<file path="config.mk">
export PLATFORM = sky130hd
export DESIGN_NAME = agu_arbiter
export DESIGN_NICKNAME = d
export VERILOG_FILES = /design/src/rtl/agu_arbiter_pkg.sv /design/src/rtl/rr_arbiter2.sv /design/src/rtl/agu_arbiter.sv
export SDC_FILE = /design/constraint.sdc
export NUM_CORES = 1
export LEC_CHECK = 0
export BUFFER_PORTS_ARGS = -buffer_cell sky130_fd_sc_hd__buf_2
export CORE_MARGIN = 5
export CORE_UTILIZATION = 45
export DETAILED_ROUTE_END_ITERATION = 8
export PLACE_DENSITY = 0.79
export SETUP_SLACK_MARGIN = 0.1
export SYNTH_ARGS = -nofsm -noshare
export SYNTH_HDL_FRONTEND = slang
export SYNTH_SLANG_ARGS = --single-unit
</file>
<file path="constraint.sdc">
create_clock -name i_clk -period 1.5 [get_ports i_clk]
set_clock_uncertainty 0.05 [all_clocks]
set_input_delay 0.075 -clock i_clk [delete_from_list [all_inputs] [get_ports i_clk]]
set_output_delay 0.075 -clock i_clk [all_outputs]
set_load 0.02 [all_outputs]
</file>
<file path="src/rtl/agu_arbiter_pkg.sv">
// Shared constants for the AGU arbiter: op codes, requester IDs and FSM states.
// A helper classifies which op codes the external AGU is allowed to execute.
package agu_arbiter_pkg;

  localparam logic [3:0] OP_LS_OFF16  = 4'd1;
  localparam logic [3:0] OP_BR_OFF18  = 4'd2;
  localparam logic [3:0] OP_JMP_OFF28 = 4'd3;

  localparam logic REQ_LS = 1'b0;
  localparam logic REQ_BR = 1'b1;

  typedef enum logic [1:0] {
    ST_IDLE = 2'd0,
    ST_CALC = 2'd1,
    ST_RESP = 2'd2
  } state_t;

  function automatic logic is_legal_op(input logic [3:0] op);
    return (op == OP_LS_OFF16) || (op == OP_BR_OFF18) || (op == OP_JMP_OFF28);
  endfunction

endpackage

</file>
<file path="src/rtl/rr_arbiter2.sv">
// Two-input round-robin grant: combinational grant, pointer advances only when the grant is consumed.
// With no requester valid the grant still points at the favoured side.
module rr_arbiter2
  import agu_arbiter_pkg::*;
(
  input  logic i_clk,
  input  logic i_reset,
  input  logic i_req_ls,
  input  logic i_req_br,
  input  logic i_update,
  output logic o_gnt_id
);

  // Last granted requester; resetting it to ls makes br win the first tie.
  logic r_last;
  logic w_gnt;

  always_comb begin
    w_gnt = ~r_last;
    if (i_req_ls && i_req_br) begin
      w_gnt = ~r_last;
    end else if (i_req_ls) begin
      w_gnt = REQ_LS;
    end else if (i_req_br) begin
      w_gnt = REQ_BR;
    end
  end

  always_ff @(posedge i_clk) begin
    if (i_reset) begin
      r_last <= REQ_LS;
    end else if (i_update) begin
      r_last <= w_gnt;
    end
  end

  assign o_gnt_id = w_gnt;

endmodule

</file>
<file path="src/rtl/agu_arbiter.sv">
// Arbitrates ls/br requesters onto one external AGU, one operation in flight (IDLE -> CALC -> RESP).
// Accept at cycle N gives o_res_valid at N+2; the result is held until i_res_ready, i_flush aborts.
module agu_arbiter
  import agu_arbiter_pkg::*;
#(
  parameter int ADDR_W = 32,
  parameter int OFF_W  = 26
) (
  input  logic              i_clk,
  input  logic              i_reset,
  input  logic              i_ls_valid,
  input  logic [3:0]        i_ls_op,
  input  logic [ADDR_W-1:0] i_ls_base,
  input  logic [OFF_W-1:0]  i_ls_offset,
  output logic              o_ls_ready,
  input  logic              i_br_valid,
  input  logic [3:0]        i_br_op,
  input  logic [ADDR_W-1:0] i_br_pc,
  input  logic [OFF_W-1:0]  i_br_offset,
  output logic              o_br_ready,
  output logic [3:0]        o_agu_op_code,
  output logic [ADDR_W-1:0] o_agu_addr,
  output logic [OFF_W-1:0]  o_agu_offset,
  input  logic [ADDR_W-1:0] i_agu_eff_addr,
  input  logic [1:0]        i_agu_addr_exception,
  output logic              o_res_valid,
  output logic [ADDR_W-1:0] o_res_addr,
  output logic [1:0]        o_res_exc,
  output logic              o_res_illegal,
  output logic              o_res_id,
  input  logic              i_res_ready,
  input  logic              i_flush,
  output logic              o_busy
);

  state_t r_state;
  state_t w_next;

  logic              r_op_vld;
  logic [3:0]        r_op;
  logic [ADDR_W-1:0] r_addr;
  logic [OFF_W-1:0]  r_off;
  logic              r_id;

  logic [ADDR_W-1:0] r_res_addr;
  logic [1:0]        r_res_exc;
  logic              r_res_illegal;
  logic              r_res_id;

  logic w_gnt;
  logic w_hs;
  logic w_legal;

  rr_arbiter2 u_rr (
    .i_clk    (i_clk),
    .i_reset  (i_reset),
    .i_req_ls (i_ls_valid),
    .i_req_br (i_br_valid),
    .i_update (w_hs),
    .o_gnt_id (w_gnt)
  );

  assign w_legal = is_legal_op(r_op);

  always_ff @(posedge i_clk) begin
    if (i_reset) begin
      r_state <= ST_IDLE;
    end else begin
      r_state <= w_next;
    end
  end

  always_comb begin
    w_next        = r_state;
    w_hs          = 1'b0;
    o_ls_ready    = 1'b0;
    o_br_ready    = 1'b0;
    o_busy        = 1'b1;
    o_res_valid   = 1'b0;
    o_agu_op_code = '0;
    o_agu_addr    = '0;
    o_agu_offset  = '0;
    case (r_state)
      ST_IDLE: begin
        o_busy     = 1'b0;
        o_ls_ready = (w_gnt == REQ_LS);
        o_br_ready = (w_gnt == REQ_BR);
        w_hs       = (w_gnt == REQ_LS) ? i_ls_valid : i_br_valid;
        if (w_hs) begin
          w_next = ST_CALC;
        end
      end
      ST_CALC: begin
        o_agu_op_code = r_op;
        o_agu_addr    = r_addr;
        o_agu_offset  = r_off;
        w_next        = i_flush ? ST_IDLE : ST_RESP;
      end
      ST_RESP: begin
        o_res_valid = 1'b1;
        // Flush wins over a simultaneous consume: the response is dropped.
        if (i_flush || i_res_ready) begin
          w_next = ST_IDLE;
        end
      end
      default: begin
        w_next = ST_IDLE;
      end
    endcase
  end

  always_ff @(posedge i_clk) begin
    if (i_reset) begin
      r_op_vld <= 1'b0;
      r_op     <= '0;
      r_addr   <= '0;
      r_off    <= '0;
      r_id     <= REQ_LS;
    end else if (w_hs) begin
      r_op_vld <= 1'b1;
      r_id     <= w_gnt;
      if (w_gnt == REQ_LS) begin
        r_op   <= i_ls_op;
        r_addr <= i_ls_base;
        r_off  <= i_ls_offset;
      end else begin
        r_op   <= i_br_op;
        r_addr <= i_br_pc;
        r_off  <= i_br_offset;
      end
    end
  end

  always_ff @(posedge i_clk) begin
    if (i_reset) begin
      r_res_addr    <= '0;
      r_res_exc     <= '0;
      r_res_illegal <= 1'b0;
      r_res_id      <= REQ_LS;
    end else if ((r_state == ST_CALC) && !i_flush && r_op_vld) begin
      // Illegal ops still spend the CALC cycle but never expose AGU output.
      r_res_addr    <= w_legal ? i_agu_eff_addr : '0;
      r_res_exc     <= w_legal ? i_agu_addr_exception : 2'b00;
      r_res_illegal <= ~w_legal;
      r_res_id      <= r_id;
    end
  end

  assign o_res_addr    = r_res_addr;
  assign o_res_exc     = r_res_exc;
  assign o_res_illegal = r_res_illegal;
  assign o_res_id      = r_res_id;

endmodule
</file>
# After elaboration in Yosys (flattened, before gate mapping)
# Index checks and enable logic that the tools add are counted.
[word_totals]
reg_bits = 102
out_inout_bits = 102
word_cells = 50
inputBits = 164
[op_classes]
n_bitwise = 3
mux = 21
reduce_logical = 9
n_eq_ne = 7
[op_table]
columns = ["op", "n"]
rows = [
  ["two-way mux 32 bit", 3],
  ["two-way mux 26 bit", 2],
  ["two-way mux 1 bit", 9],
  ["== test 4 x 2 -> 1 bit (second input constant)", 2],
  ["two-way mux 2 bit", 4],
  ["two-way mux 4 bit", 2],
  ["one-hot mux 2 bit (3 select lines)", 1],
  ["== test 4 x 1 -> 1 bit (second input constant)", 1],
  ["inequality test 2 bit (second input constant)", 2],
  ["logical AND 1 bit", 3],
  ["logical OR 1 bit", 3],
  ["NOT 1 bit", 3],
  ["== test 2 x 1 -> 1 bit (second input constant)", 1],
  ["== test 2 bit (second input constant)", 1],
  ["logical NOT 2 bit", 1],
  ["AND reduction 2 bit", 1],
  ["logical NOT 1 bit", 1],
]

# Logic depth before layout (Yosys ltp)
[logic_depth]
depth_word = 7
ltp_mapped = 6
ltp_nobuf = 4

# By module
# Synthesis repeated with hierarchy kept, for this count alone.
[unflattened]
cells_unflattened = 547
area_unflattened_um2 = 5159.9
[modules_own_cells]
columns = ["mod", "cells_per_inst", "seq_area_each_um2", "instances", "area_per_inst_um2"]
rows = [
  ["agu_arbiter", 541, 2042.0, 1, 5099.9],
  ["rr_arbiter2", 6, 20.0, 1, 60.1],
]

# Worst setup path before layout
# Ideal clock, no wire load.
[synth_timing]
path_type = "flip-flop to flip-flop"
start = "register r_state[1]"
end = "register r_off[10]"
path_stages_with_launch = 7
t_required_ns = 1.317
setup_ns = 0.133
path_buffers = 2
arrival_ns = 1.220
setup_slack_ns = 0.097
synth_period_minus_slack_ns = 1.403
cell_sequence = "dfxtp_1 -> nor2_4 -> inv_4 -> buf_6 -> buf_2 -> a2111oi_1 -> nor4_1"
[synth_via]
elab_chain_cells = 2
[synth_rtl]
columns = ["item", "line_no", "source"]
rows = [
  ["start, declared", "agu_arbiter.sv:36", "state_t r_state;"],
  ["start signal, assigned", "agu_arbiter.sv:69", "r_state <= w_next;"],
  ["logical NOT 2 bit", "agu_arbiter.sv:83", "case (r_state)"],
  ["two-way mux 1 bit", "agu_arbiter.sv:83", ""],
  ["end signal, assigned", "agu_arbiter.sv:125", "r_off <= i_ls_offset;"],
  ["end signal, assigned", "agu_arbiter.sv:129", "r_off <= i_br_offset;"],
  ["end, declared", "agu_arbiter.sv:42", "logic [OFF_W-1:0] r_off;"],
]
# No other way between the ends.
# A chain may end at the register's enable or synchronous reset.

# Worst setup path in the final report
[layout_timing]
start = "register r_state[0]"
end = "register r_off[20]"
# Same word-level chain as after synthesis.

==> out/qor.txt <==
status: finished, violations left
failing checks: setup timing
WHS: 0.000619 ns
max-slew violations: 0
final setup TNS: -16.99 ns
clock slew at reported path FFs: 0.08 ns
Seq/Total Area, Yosys: 0.378
TritonRoute pass-1 iters: 5
CORE AREA: 11900 sq um
Setup violations, final: 128
initial DRC count: 1137
Comb pwr share: 0.357
cell accounting for the most synthesized area: dfxtp_1
total track usage: 0.318
worst hold path class: in -> reg
setup ws final: -0.494 ns
IO buf count: 265
synthesized instance count: 642
Worst setup EP type: register
RSZ-0062 raised after global routing: true
Final min period: 1.99 ns
largest cells by area after synthesis: dfxtp_1 38%, a2111oi_0 16%, a21oi_1 9.3%
vias in the first global route: 6850
Syn-to-layout area delta: 84.3%
total routed wirelength: 31400 microns
Vias/cell: 7.31
cts bufs inserted: 9
chip height: 120 microns
worst slack at placement: 0.0405 ns
IO Pins: 266
post-synthesis register bit count: 102
CP Launch Type: register
HPWL after DPL: 13500 microns
CTS max path bufs: 2
Clock power frac: 0.296
Max Cap Viol: 0
via count: 7901
most frequent cells in the layout: 200 x buf_2, 99 x dfxtp_1, 79 x a21oi_1, 75 x a2111oi_2, 73 x buf_6
Worst slew margin: 0.443
H-tree Lvls: 3
starting density of the core: 0.454
global route total overflow: 0
FP Rows: 40
most common cell after layout, fill and taps aside: buf_2
synthesized area: 5410 sq um
Net Sw Frac: 0.350
Mapped Avg Cell Area: 8.42 sq um
Flop pwr share: 0.346
fin crit share: 1.33
initial antenna violation count: 1
P_leak: 3.70 nW
Clock Sinks: 102
Fill cells: 559
Max rail drop VDD: 0.542 mV
Yosys warning count: 0
CP arrival: 2.14 ns
drc violations: 0
final hold viol count: 0
Clock Latency Late Sink: 0.36 ns
first-pass GRT wire length: 37000 microns
share of the synthesized area in the top cell type: 0.378
Post-Syn Nets: 806
Data required, critical path: 1.65 ns
n_diodes: 0
post-layout util: 0.836
fin nets: 1093
die area: 14300 sq um
Placer Congestion: 0.824
Design Area, Final: 9960 sq um
worst-margin pin slew: 0.828 ns
layout cells sized above 1: 0.586
Fmax: 502 MHz
Worst Setup Path Type: reg -> reg
DRT antenna net count: 0
Placed Area: 7000 sq um
Switch Pwr: 3.13 mW
WL per Instance: 29.0 microns
largest net degree at the start of global routing: 46
worst-path fanout max: 17
pwr/cell area: 899 nW/um^2
TritonCTS clock tree: yes
Root Buffer: clkbuf_16
Die W: 120 microns
internal power: 5.82 mW
Netlist cell types: 28
[worst max-delay path, stage by stage (launching register included)]
cell and delay, ns:
dfxtp_2 0.33, buf_4 0.13, nor2_4 0.19, inv_6 0.13, buf_12 0.19, a2111oi_2 0.57
nor4_1 0.25
[final timing paths]
path	slack, ns	startpoint	depth (start not counted)	to
hold reg to reg	0.40	o_res_id	2	o_res_id
setup reg to reg	-0.49	r_state[0]	6	r_off[20]
hold / removal	0.0006	i_res_ready	4	r_state[1]
setup / recovery	-0.49	r_state[0]	6	r_off[20]
[per-stage QoR]
| step | std cells | power (mW) |
|---|---|---|
| floorplan | 642 | 4.13 |
| global placement | 997 | 4.88 |
| detailed placement | 997 | 4.88 |
| CTS | 1060 | 8.07 |
| global route | 1081 | 9.16 |
| finish | 1081 | 8.95 |
[sequential cells by signal (all words and copies together) (netlist names)]
signal / cells
u_rr.r_last: 1
r_addr: 32
o_res_id: 1
o_res_illegal: 1
r_op_vld: 1
o_res_exc: 2
r_off: 26
r_op: 4
r_state: 2
o_res_addr: 32
[synthesized netlist by cell type]
master     count
a2111oi_1     16
and2_1        63
a21oi_1      100
or2_1          1
a2111oi_0     98
clkbuf_1      68
buf_2         23
dfxtp_1      102
inv_2          1
nor2_1         5
a2111oi_2     10
or2_2          1
nand4bb_1      1
and4bb_2       1
buf_1          2
nor2_4         1
buf_4          3
inv_1          3
nor3_1         1
maj3_1         1
buf_6          2
a311oi_1       2
nor2b_1        2
inv_4          1
clkbuf_2       1
nand4_1       34
nor4_1        62
nand2_1       37
[per-layer routing]
metal,global-route usage,vias to the layer above,share of wire
met5,0,-,0.00061
met4,0.132,2,0.077
met3,0.0933,262,0.13
met2,0.522,852,0.46
met1,0.388,3665,0.33
li1,-,3120,-
[what timing repair did]
item / in CTS / in global routing
pin swaps: 9 / 59
gates cloned: 7 / 6
setup endpoints to repair: 105 / 153
resized for setup: 320 / 150
setup buffers: 6 / 15
hold endpoints to repair: 35 / 0
hold buffers: 35 / 0
[cell families after synthesis]
kind of cell / after synthesis / synth area share
and+or+nand+nor: 209 / 0.225
AOI/OAI and AO/OA: 226 / 0.312
buffers and inverters: 104 / 0.0831
adders and majority gates: 1 / 0.00185
DFF: 102 / 0.378
[area by class of cell]
cell class              count  area, sq um  share of cell area
flip-flops and latches    102         2050               0.205
repair buffers            375         3200               0.321
multi-input cells         436         4190               0.420
clock buffers              13          250              0.0251
well taps                 147          184              0.0185
inverters                   5         23.8             0.00239
clock inverters             3         67.6             0.00678
[power by group through the flow]
stage / Sequential, mW / Clock [mW] / Combinational (mW)
after global routing: 3.10 / 2.76 / 3.29
after global placement: 3.10 / 0 / 1.78
final: 3.10 / 2.65 / 3.20
after detailed placement: 3.10 / 0 / 1.78
after floorplan: 3.07 / 0 / 1.07
after CTS: 3.05 / 2.57 / 2.45
Note: power is estimated with default switching activity, not from simulation.
